**src/rtl/mips_multicycle_ctrl.sv**
```systemverilog
// Main control FSM for the multicycle MIPS datapath: sequences fetch, decode,
// execute, memory and write-back steps and decodes datapath strobes from state.
module mips_multicycle_ctrl #(
  parameter bit USE_MEM_READY = 1'b1
) (
  input  logic       clk,
  input  logic       rst_n,
  input  logic [5:0] Op,
  input  logic       MemReady,
  output logic       PCWrite,
  output logic       PCWriteCond,
  output logic       IorD,
  output logic       MemRead,
  output logic       MemWrite,
  output logic       IRWrite,
  output logic       MemtoReg,
  output logic       RegDst,
  output logic       RegWrite,
  output logic       ALUSrcA,
  output logic [1:0] ALUSrcB,
  output logic [1:0] ALUOp,
  output logic [1:0] PCSource,
  output logic       IllegalOp,
  output logic [3:0] State
);

  typedef enum logic [3:0] {
    S_IDLE       = 4'd0,
    S_FETCH      = 4'd1,
    S_DECODE     = 4'd2,
    S_MEM_ADDR   = 4'd3,
    S_MEM_READ   = 4'd4,
    S_MEM_WB     = 4'd5,
    S_MEM_WRITE  = 4'd6,
    S_EXECUTE    = 4'd7,
    S_R_COMPLETE = 4'd8,
    S_BRANCH     = 4'd9,
    S_JUMP       = 4'd10,
    S_ADDI_EXEC  = 4'd11,
    S_ADDI_WB    = 4'd12,
    S_TRAP       = 4'd13
  } state_t;

  localparam logic [5:0] OP_RTYPE = 6'b000000;
  localparam logic [5:0] OP_LW    = 6'b100011;
  localparam logic [5:0] OP_SW    = 6'b101011;
  localparam logic [5:0] OP_BEQ   = 6'b000100;
  localparam logic [5:0] OP_J     = 6'b000010;
  localparam logic [5:0] OP_ADDI  = 6'b001000;

  state_t r_state;
  state_t w_nextState;
  logic   w_memReady;

  // Without handshaking memory every access completes in one cycle.
  assign w_memReady = USE_MEM_READY ? MemReady : 1'b1;
  assign State      = r_state;

  always_ff @(posedge clk) begin
    if (!rst_n) r_state <= S_IDLE;
    else        r_state <= w_nextState;
  end

  always_comb begin
    w_nextState = S_IDLE;
    case (r_state)
      S_IDLE:       w_nextState = S_FETCH;
      S_FETCH:      w_nextState = w_memReady ? S_DECODE : S_FETCH;
      S_DECODE: begin
        case (Op)
          OP_RTYPE:      w_nextState = S_EXECUTE;
          OP_LW, OP_SW:  w_nextState = S_MEM_ADDR;
          OP_BEQ:        w_nextState = S_BRANCH;
          OP_J:          w_nextState = S_JUMP;
          OP_ADDI:       w_nextState = S_ADDI_EXEC;
          default:       w_nextState = S_TRAP;
        endcase
      end
      // Only lw/sw reach MEM_ADDR, so anything other than lw is a store.
      S_MEM_ADDR:   w_nextState = (Op == OP_LW) ? S_MEM_READ : S_MEM_WRITE;
      S_MEM_READ:   w_nextState = w_memReady ? S_MEM_WB : S_MEM_READ;
      S_MEM_WB:     w_nextState = S_FETCH;
      S_MEM_WRITE:  w_nextState = w_memReady ? S_FETCH : S_MEM_WRITE;
      S_EXECUTE:    w_nextState = S_R_COMPLETE;
      S_R_COMPLETE: w_nextState = S_FETCH;
      S_BRANCH:     w_nextState = S_FETCH;
      S_JUMP:       w_nextState = S_FETCH;
      S_ADDI_EXEC:  w_nextState = S_ADDI_WB;
      S_ADDI_WB:    w_nextState = S_FETCH;
      S_TRAP:       w_nextState = S_FETCH;
      default:      w_nextState = S_IDLE;
    endcase
  end

  always_comb begin
    PCWrite     = 1'b0;
    PCWriteCond = 1'b0;
    IorD        = 1'b0;
    MemRead     = 1'b0;
    MemWrite    = 1'b0;
    IRWrite     = 1'b0;
    MemtoReg    = 1'b0;
    RegDst      = 1'b0;
    RegWrite    = 1'b0;
    ALUSrcA     = 1'b0;
    ALUSrcB     = 2'b00;
    ALUOp       = 2'b00;
    PCSource    = 2'b00;
    IllegalOp   = 1'b0;
    case (r_state)
      // PC+4 and the IR load only commit on the cycle the fetch completes.
      S_FETCH: begin
        MemRead = 1'b1;
        ALUSrcB = 2'b01;
        IRWrite = w_memReady;
        PCWrite = w_memReady;
      end
      S_DECODE: begin
        ALUSrcB = 2'b11;
      end
      S_MEM_ADDR: begin
        ALUSrcA = 1'b1;
        ALUSrcB = 2'b10;
      end
      S_MEM_READ: begin
        MemRead = 1'b1;
        IorD    = 1'b1;
      end
      S_MEM_WB: begin
        MemtoReg = 1'b1;
        RegWrite = 1'b1;
      end
      S_MEM_WRITE: begin
        MemWrite = 1'b1;
        IorD     = 1'b1;
      end
      S_EXECUTE: begin
        ALUSrcA = 1'b1;
        ALUOp   = 2'b10;
      end
      S_R_COMPLETE: begin
        RegDst   = 1'b1;
        RegWrite = 1'b1;
      end
      S_BRANCH: begin
        ALUSrcA     = 1'b1;
        ALUOp       = 2'b01;
        PCWriteCond = 1'b1;
        PCSource    = 2'b01;
      end
      S_JUMP: begin
        PCWrite  = 1'b1;
        PCSource = 2'b10;
      end
      S_ADDI_EXEC: begin
        ALUSrcA = 1'b1;
        ALUSrcB = 2'b10;
      end
      S_ADDI_WB: begin
        RegWrite = 1'b1;
      end
      S_TRAP: begin
        PCWrite   = 1'b1;
        PCSource  = 2'b11;
        IllegalOp = 1'b1;
      end
      default: ;
    endcase
  end

endmodule

```
**config.mk**
```make
export PLATFORM = sky130hd
export DESIGN_NAME = mips_multicycle_ctrl
export DESIGN_NICKNAME = d
export VERILOG_FILES = /design/src/rtl/mips_multicycle_ctrl.sv
export SDC_FILE = /design/constraint.sdc
export NUM_CORES = 1
export LEC_CHECK = 0
export ABC_AREA = 1
export CORE_MARGIN = 1
export CORE_UTILIZATION = 33
export DETAILED_ROUTE_END_ITERATION = 12
export PLACE_DENSITY = 0.74
export SYNTH_ARGS = -nofsm -noshare
export SYNTH_HDL_FRONTEND = slang
export SYNTH_SLANG_ARGS = --single-unit
```
**constraint.sdc**
```tcl
create_clock -name clk -period 1 [get_ports clk]
set_input_delay 0.25 -clock clk [delete_from_list [all_inputs] [get_ports clk]]
set_output_delay 0.25 -clock clk [all_outputs]
set_load 0.02 [all_outputs]
```
Word level (Yosys, flattened, before mapping)
Index checks and enable logic that the tools add are counted.
Word-level totals
  register bits: 4
  bits of input ports: 9
  word-level logic and storage cells: 49
Cells by class
  eq/ne operators: 18
  muxes and demuxes: 20
  reductions and logical operators: 10
Operator list (count)
  $pmux W4 S8: 1
  $eq A4 B4 Y1 const B: 6
  $pmux W4 S5: 1
  $eq A4 B3 Y1 const B: 4
  $eq A6 B6 Y1 const B: 2
  $pmux W2 S3: 2
  $mux W1: 11
  $reduce_or A2 Y1: 5
  $eq A4 B2 Y1 const B: 2
  $reduce_or A7 Y1: 1
  $eq A6 B2 Y1 const B: 1
  $eq A6 B3 Y1 const B: 1
  $eq A6 B4 Y1 const B: 1
  $logic_not A6 Y1: 1
  $eq A4 B1 Y1 const B: 1
  $logic_not A4 Y1: 1
  $mux W2: 2
  $pmux W2 S2: 1
  $reduce_or A4 Y1: 1
  $mux W3: 1
  $reduce_or A3 Y1: 1
  $pmux W1 S2: 1

Logic depth before layout (Yosys ltp)
Gate-level depths: netlist of run 1.
  depth after elaboration: 4
  gate-level depth with buffers: 8
  gate-level depth less buffers: 8

Worst setup path after synthesis of run 1
OpenSTA, ideal clock, no wires.
  path type: flip-flop to output port
  start point: register r_state[0] (netlist: State[0])
  end point: output port ALUSrcA
  data arrival time: 1.330 ns
  required time: 0.750 ns
  setup slack: -0.580 ns
  cell stages (with the launch flop): 5
  cells stage by stage: dfxtp_1 > nand2_1 > nor2_1 > nor2_1 > nand2_1
On the way
  word-level cells in the longest chain between the ends: 3
  elaborated cells on any way between the ends: 6
  classes of those cells: eq/ne: 4; mux: 1; reduce/logical: 1
RTL lines
  start: declaration: line 51  | state_t r_state;
  start signal: assignment: line 61  | else r_state <= w_nextState;
  $eq A4 B4 Y1 (tied with other cells): line 110  | case (r_state)
  $reduce_or A4 Y1 (no source line) (*)
  $mux W1 (*): line 110
  end: declaration: line 19  | output logic ALUSrcA,
Every way passes the cells marked *; elsewhere a longest branch is shown, timed or not.

Worst setup path in the final report of run 1
  start point: register r_state[3] (netlist: State[3])
  end point: output port ALUSrcA
Same word-level chain as after synthesis.

==> results.md, run 1 <==
Layout:
- Fill cells in the final layout number 49.
- The count of cells in the finished layout, fillers not included, comes to 177.
- The end-of-flow core utilization is 93.85%.
- The number of nets in the layout is 173.
- The register with the most flip-flops in the layout has 4 of them.
- Cells with a size suffix above 1 make up 66.05% of the layout.
- The area added between synthesis and finish is 148.7%.
- The sequential cells in the finished layout cover a total of 95.09 µm².
- 0 antenna diodes ended up in the layout.
- Summing all multi-input logic gate instances after layout gives 529.3 µm².

Worst setup path:
- Along the worst path, the maximum fanout reaches 4.
- The type of the worst setup path is register to output port.
- Data on the critical path arrives at its endpoint at 1.26 ns.
- The required time at the worst-slack endpoint is 0.75 ns.
- The worst reg-to-reg path cell count is 10.
- The worst setup path is captured at an output port.
- The critical path launch point type is a register.

Place:
- After detailed placement, the design holds a cell count of 167.
- The routability-driven placement congestion ratio is 0.7889.
- The number of buffer cells added on primary ports is 29.
- Summed over all nets, the half-perimeter wirelength after detailed placement is 1.500 mm.

Clocking:
- CTS built an H-tree with a depth of 1.
- The number of buffers added by the clock tree synthesis step is 3.
- TritonCTS built the clock tree.
- Clock-pin slew was measured on the worst setup and hold paths at 0.04 ns.
- For the worst-skew pair, the clock arrives at the later sink with an insertion delay of 0.25 ns.
- The buffer levels on the longest clock path is 2.
- The cell sitting at the root of the clock tree is a clkbuf_4.
- The number of sinks handled by clock tree synthesis is 4.

Synth:
- The share of the yosys chip area belonging to registers is 15.35%.
- The count of mapped cells out of synthesis is 106.
- The mean post-synth cell area is 4.922 µm².
- The biggest area consumer among synthesized cells is nand2_1.
- The synthesized design devotes to its leading area cell type 18.71% of total area.
- The number of nets in the synthesized netlist is 115.
- The number of unique standard cell types used by synthesis is 14.
- The post-synthesis instance area is 521.8 µm².
- By area the synthesized netlist is led by nand2_1, nor2_1, dfxtp_1.
- The number of warnings printed during yosys synthesis is 0.
- The synthesized design contains 4 register bits.

Global routing:
- The number of antenna violations at the first check in global routing is 0.
- The total overflow left after global routing is 0.
- The first global-routing pass estimated 4.043 mm of wire.
- Across every metal layer, demand over resource in global routing totals 29.96%.
- The pin count of the biggest net entering global routing is 7.
- The via count of the first global-routing pass was 893.

Floorplanning:
- Measured along the x axis, the die boundary spans 41.76 µm.
- The site row count is 13.
- The floorplan die area is 0.001744 mm².
- During I/O placement, the number of pins put on the boundary was 30.
- The y dimension of the die is 41.76 µm.
- The core box area is 0.001383 mm².
- The starting utilization of the core area is 37.74%.

Routing:
- The final routed wire length divided by cell count is 18.67 µm.
- The average via count per standard cell is 5.802.
- The number of detailed-route iterations in the first pass is 4.
- Summed over all layers, the routed wires come to 3.305 mm.
- In the routed design, unresolved DRC markers number 0.
- The first routing iteration left 43 violations.
- The count of nets left with antenna violations once routing finished came out at 0.
- For this block, the via count after detailed routing is 1027.

Timing:
- Setup violations remaining at the end of the flow were counted as 25.
- The total count of max-transition violations in the final report was 0.
- The headroom to the max-slew limit is 82.25%.
- The final number of hold-violating endpoints is 0.
- Subtracting the final worst setup slack from the clock period gives 1.508 ns.
- The upper clock frequency limit is 663.3 MHz.
- The actual slew at the worst max-slew pin is 0.2642 ns.
- The largest clock skew in the final design is 0.002977 ns.
- The fraction of the cycle the final worst path needs is 150.8%.
- The post-layout worst setup margin is -0.5077 ns.
- The aggregate negative setup slack is -9.404 ns.
- Setup repair after global routing could not meet its margin everywhere.

Power and ir drop:
- The internal power summed over all cells is 0.9985 mW.
- The clock network power share is 11.2%.
- Net switching is 49.46% of the power.
- Power spread over the standard cell area amounts to 1523 mW/mm².
- The maximum vdd drop is 0.001307 V.
- Registers are responsible for 14.6% of the overall power.
- The leakage power of the design is 0.6993 nW.
- The design draws 1.976 mW.
- Combinational cells account for 74.2% of the total power.
- The net switching power of the design is 0.9773 mW.

Outcome:
- The flow ran to the end, but the final reports show violations.
- The final reports fail on negative setup slack.

Worst hold path:
- The path class of the tightest hold or removal check is input pin to register.
- The number of cells on the worst hold path is 5.

Run:
- Across the run, the number of max-cap violations was 0.
[logic make-up (layout without fill, tap and decap cells)]
family,Yosys count,in the layout,synth area share (%)
compound gates,7,7,6.954
buf+inv,23,79,17.27
flops,4,4,15.35
simple gates,72,72,60.43
[Yosys cell counts]
master	instances
a21oi_1	3
a31oi_1	1
buf_4	1
dfxtp_1	4
inv_1	19
inv_2	3
nand2_1	26
nand2_2	4
nand3_1	10
nor2_1	24
nor2_2	5
nor2_4	1
nor3_1	2
o21ai_0	3
[final timing paths]
path | from | slack [ns] | end
max reg2reg | State[2] | -0.47 | State[0]
min reg2reg | State[2] | 0.78 | State[2]
max | State[3] | -0.51 | ALUSrcA
min | Op[0] | 0.64 | State[3]
[layout by cell type, fill, tap and decap left out, types with 7 or more instances in the layout]
cell type  netlist  final
buf_4            1     17
buf_6            0     29
inv_1           19     10
inv_2            3      7
nand2_1         26     14
nand2_2          4     13
nand3_1         10      9
nor2_1          24     10
nor2_2           5     10
nor2_4           1     10
[stage by stage]
step	worst slack [ns]	instance area, µm²	hold slack (ns)
final	-0.5077	1297	0.6418
after global routing	-0.5426	1297	0.6717
after CTS	-0.4532	1209	0.6230
after detailed placement	-0.7322	1049	0.7344
after global placement	-0.7262	1049	0.7306
after floorplan	-0.1629	611.8	0.4102
[layer usage]
layer  part of all wire [%]  vias to the layer above  global-route usage [%]  wire (µm)
li1                       -                      430                       -          -
met1                     34                      450                   32.90       1131
met2                     46                      100                   51.88       1525
met3                    9.2                       47                   7.391        305
met4                     10                        0                   16.77        343
met5                      0                        -                       0          0
[final cells by class]
cell class / instances / share of cell area, %
clock buffers: 3 / 1.736
inverters: 22 / 7.522
multi-input cells: 79 / 40.79
flip-flops and latches: 4 / 7.329
well taps: 15 / 1.446
repair buffers: 54 / 41.18
[what timing repair did]
| action | in CTS | in global routing |
|---|---|---|
| gates resized for setup | 154 | 21 |
| setup buffers | 5 | 7 |
| endpoints found under the setup margin | 25 | 25 |
| pin swaps | 15 | 14 |
| hold buffers | 0 | 0 |
[critical path, stage by stage, from the launching register on]
cell and delay, ns:
dfxtp_4 0.39, inv_6 0.06, nor2_4 0.16, nand2_2 0.11
inv_4 0.08, nor2_2 0.04, nand2_2 0.06, buf_6 0.11
[power groups by stage]
stage                     Clock (mW)  Combinational [mW]  Sequential (mW)
final                          0.222                1.47            0.288
after global routing           0.222                1.53            0.290
after CTS                      0.207                1.24            0.281
after detailed placement           0                1.07            0.262
after global placement             0                1.06            0.260
after floorplan                    0               0.550            0.303
No activity file was read; power rests on OpenSTA's default activity.
==> run 2: changes to the inputs <==
--- a/config.mk
+++ b/config.mk
@@ -7,9 +7,9 @@
 export LEC_CHECK = 0
 export ABC_AREA = 1
 export CORE_MARGIN = 1
-export CORE_UTILIZATION = 33
+export CORE_UTILIZATION = 36
 export DETAILED_ROUTE_END_ITERATION = 12
-export PLACE_DENSITY = 0.74
+export PLACE_DENSITY = 0.77
 export SYNTH_ARGS = -nofsm -noshare
 export SYNTH_HDL_FRONTEND = slang
 export SYNTH_SLANG_ARGS = --single-unit
==> constraint.sdc (replaced) <==
create_clock -name clk -period 1.4 [get_ports clk]
set_input_delay 0.35 -clock clk [delete_from_list [all_inputs] [get_ports clk]]
set_output_delay 0.35 -clock clk [all_outputs]
set_load 0.02 [all_outputs]
==> run 2 against run 1 <==
  * The run still ends with negative setup slack left
  * Worst setup slack improved by 0.33 ns
  * Worst hold slack improved by 0.085 ns
  * Via count fell by 11%
  * Utilization fell by 5.0 points
  * Critical path depth did not move
  * Sequential power fell by 28%
  * Global-route usage fell by 3.4 points
  * Sequential cell count did not move
  * Power fell by 40%
  * Count of clock-buffer cells in the layout did not move
==> results.md, run 2 (synthesized netlist as in run 1, its figures left out) <==
Power and ir drop:
- For this design the static power due to leakage is 0.6675 nW.
- The net switching power of the design is 0.5718 mW.
- The power share of the sequential group is 17.5%.
- The maximum vdd drop is 0.0007560 V.
- The clock network burns 11.8% of the power.
- The total power density per cell area is 1015 mW/mm².
- Combinational logic is responsible for 70.7% of the overall power.
- The total power of the final layout is 1.189 mW.
- The proportion of total power due to net switching is 48.08%.
- The internal power summed over all cells is 0.6174 mW.

Routing:
- The average via count per standard cell is 5.112.
- Detailed routing inserted a total of 915 vias.
- In the final routed layout, each cell accounts on average for 13.40 µm.
- For this run, design rule violations remaining after detail routing come to 0.
- The number of DRC violations after detailed-routing iteration 0 is 31.
- The first detailed-routing pass ran for 4 iterations.
- The detail route stage leaves a number of antenna-violating nets equal to 0.
- The wire length after detailed routing is 2.398 mm.

Worst setup path:
- The largest single stage delay on the critical path is 0.40 ns.
- Of all nets on the critical path, the largest fanout is 6.
- The worst setup path is captured at an output port.
- The critical path launch point type is a register.
- The critical path is of the register to output port type.
- The highest-delay cell along the critical path is dfxtp_4.
- The data arrival time of the critical path is 1.23 ns.
- The kind of cell adding the most delay to the critical path is flip-flops.
- Together, buffers and inverters on the worst path number 3.
- Traced cell by cell, the critical path runs through inv_4, nor2_4, nand2_2, inv_2, nor2_1, nand2_1, buf_6.
- At the worst endpoint, the required time is 1.05 ns.

Timing:
- The final hold slack is 0.7269 ns.
- The final number of hold-violating endpoints came to 0.
- The fraction of the cycle the final worst path needs is 112.7%.
- The worst pin sits at a relative slew slack of 80.86%.
- Based on the critical path, the design can be clocked at up to 633.8 MHz.
- The total count of max-transition violations in the final report came to 0.
- Setup repair after global routing could not meet its margin everywhere.
- The largest clock skew in the final design is 0.0003717 ns.
- In the post-route analysis, the smallest setup slack over all paths is -0.1779 ns.
- The worst path in the final design needs a cycle of 1.578 ns, including I/O delays and setup.
- The actual slew at the worst max-slew pin is 0.2849 ns.
- The count of final setup violators is 15.

Clocking:
- In this run the number of H-tree levels came out at 1.
- The clock tree from TritonCTS is yes.
- The tree is rooted in a clkbuf_4.
- The buffer levels on the longest clock path is 2.
- The number of clock buffers added by TritonCTS is 3.
- The clock transition at the registers of the reported paths is 0.04 ns.
- The number of sinks handled by clock tree synthesis is 4.
- Clock latency on the worst-skew pair, taken at its later pin, is 0.23 ns.

Outcome:
- The checks that failed: negative setup slack.
- The flow ran to the end, but the final reports show violations.

Layout:
- In the layout the commonest cells are buf_4, nand2_1, nor2_1, buf_6, inv_1.
- In the final layout, the multi-input gates occupy 460.4 µm².
- The register with the most flip-flops in the layout has 4 of them.
- Summing all flip-flop and latch instances after layout gives 95.09 µm².
- The final layout contains 175 nets.
- Of the cells placed in the final design, the portion with a size suffix greater than 1 is 57.32%.
- The most common cell after layout, fill and taps aside is buf_4.
- The fill cell total of the finished layout is 74.
- The area added between synthesis and finish is 124.5%.
- 0 antenna diodes ended up in the layout.

Floorplanning:
- The core region is 0.001318 mm².
- The floorplan die area is 0.001606 mm².
- The die span in x is 40.07 µm.
- The starting utilization of the core area is 39.60%.
- Pin placement for this block handled 30 I/O pins.
- The floorplan step set the die height to 40.07 µm.
- The site row count is 13.

Global routing:
- Global routing finished with a remaining overflow of 0.
- The pin count of the biggest net entering global routing is 8.
- The number of antenna violations at the first check in global routing is 0.
- The via count of the first global-routing pass is 725.
- The first global-routing pass estimated 2.918 mm of wire.
- In the global route stage, overall resource usage came out at 26.55%.

Run:
- The count of max-cap constraint violations is 0.

Place:
- Once detailed placement completed, the half-perimeter wirelength came to 1.429 mm.
- The number of buffer cells added on primary ports is 29.
- The routability-driven placement congestion ratio is 0.8167.

Worst hold path:
- The worst hold path belongs to the class input pin to register.
run 2: layout make-up:
cell class	count	share of cell area (%)
clock buffers	3	1.923
flip-flops and latches	4	8.120
multi-input cells	79	39.32
inverters	22	7.479
well taps	15	1.603
repair buffers	56	41.56
run 2: what timing repair did:
| action | in CTS | in global routing |
|---|---|---|
| setup endpoints to repair | 21 | 22 |
| hold buffers | 0 | 0 |
| gates resized for setup | 114 | 37 |
| cloned | 0 | 0 |
| pin swaps | 4 | 6 |
| buffers inserted | 3 | 5 |
run 2: metal layers:
| metal | vias up | wire length, µm | global-route usage [%] |
|---|---|---|---|
| li1 | 439 | - | - |
| met5 | - | 0 | 0 |
| met3 | 8 | 124 | 1.111 |
| met4 | 0 | 70 | 9.483 |
| met2 | 49 | 1241 | 50.81 |
| met1 | 419 | 960 | 30.46 |
run 2: metrics by stage:
step	setup slack (ns)	area, µm²	cells	util, %	TNS, ns
floorplan	-0.03376	529.3	106	-	-0.03376
global placement	-0.5220	973.4	168	73.88	-5.930
detailed placement	-0.5381	973.4	168	73.88	-6.333
CTS	-0.1809	1050	174	79.68	-1.542
global route	-0.2196	1171	179	88.89	-2.362
finish	-0.1779	1171	179	88.89	-1.569
run 2: power groups by stage:
| stage | logic (mW) | clock network (mW) | registers [mW] |
|---|---|---|---|
| after floorplan | 0.327 | 0 | 0.203 |
| after global placement | 0.678 | 0 | 0.180 |
| after detailed placement | 0.689 | 0 | 0.181 |
| after CTS | 0.695 | 0.146 | 0.194 |
| after global routing | 0.888 | 0.148 | 0.213 |
| final | 0.841 | 0.141 | 0.208 |
run 2: worst paths after layout:
kind	cells past startpoint	startpoint	slack, ns	to
hold / removal	3	rst_n	0.73	State[2]
setup reg to reg	11	State[3]	-0.05	State[0]
setup / recovery	7	State[0]	-0.18	ALUSrcA
hold reg to reg	3	State[0]	0.75	State[3]
run 2: worst min-delay path, cell delays in order:
cell and delay, ns:
clkdlybuf4s50_1 0.40, inv_1 0.11, a21oi_1 0.05
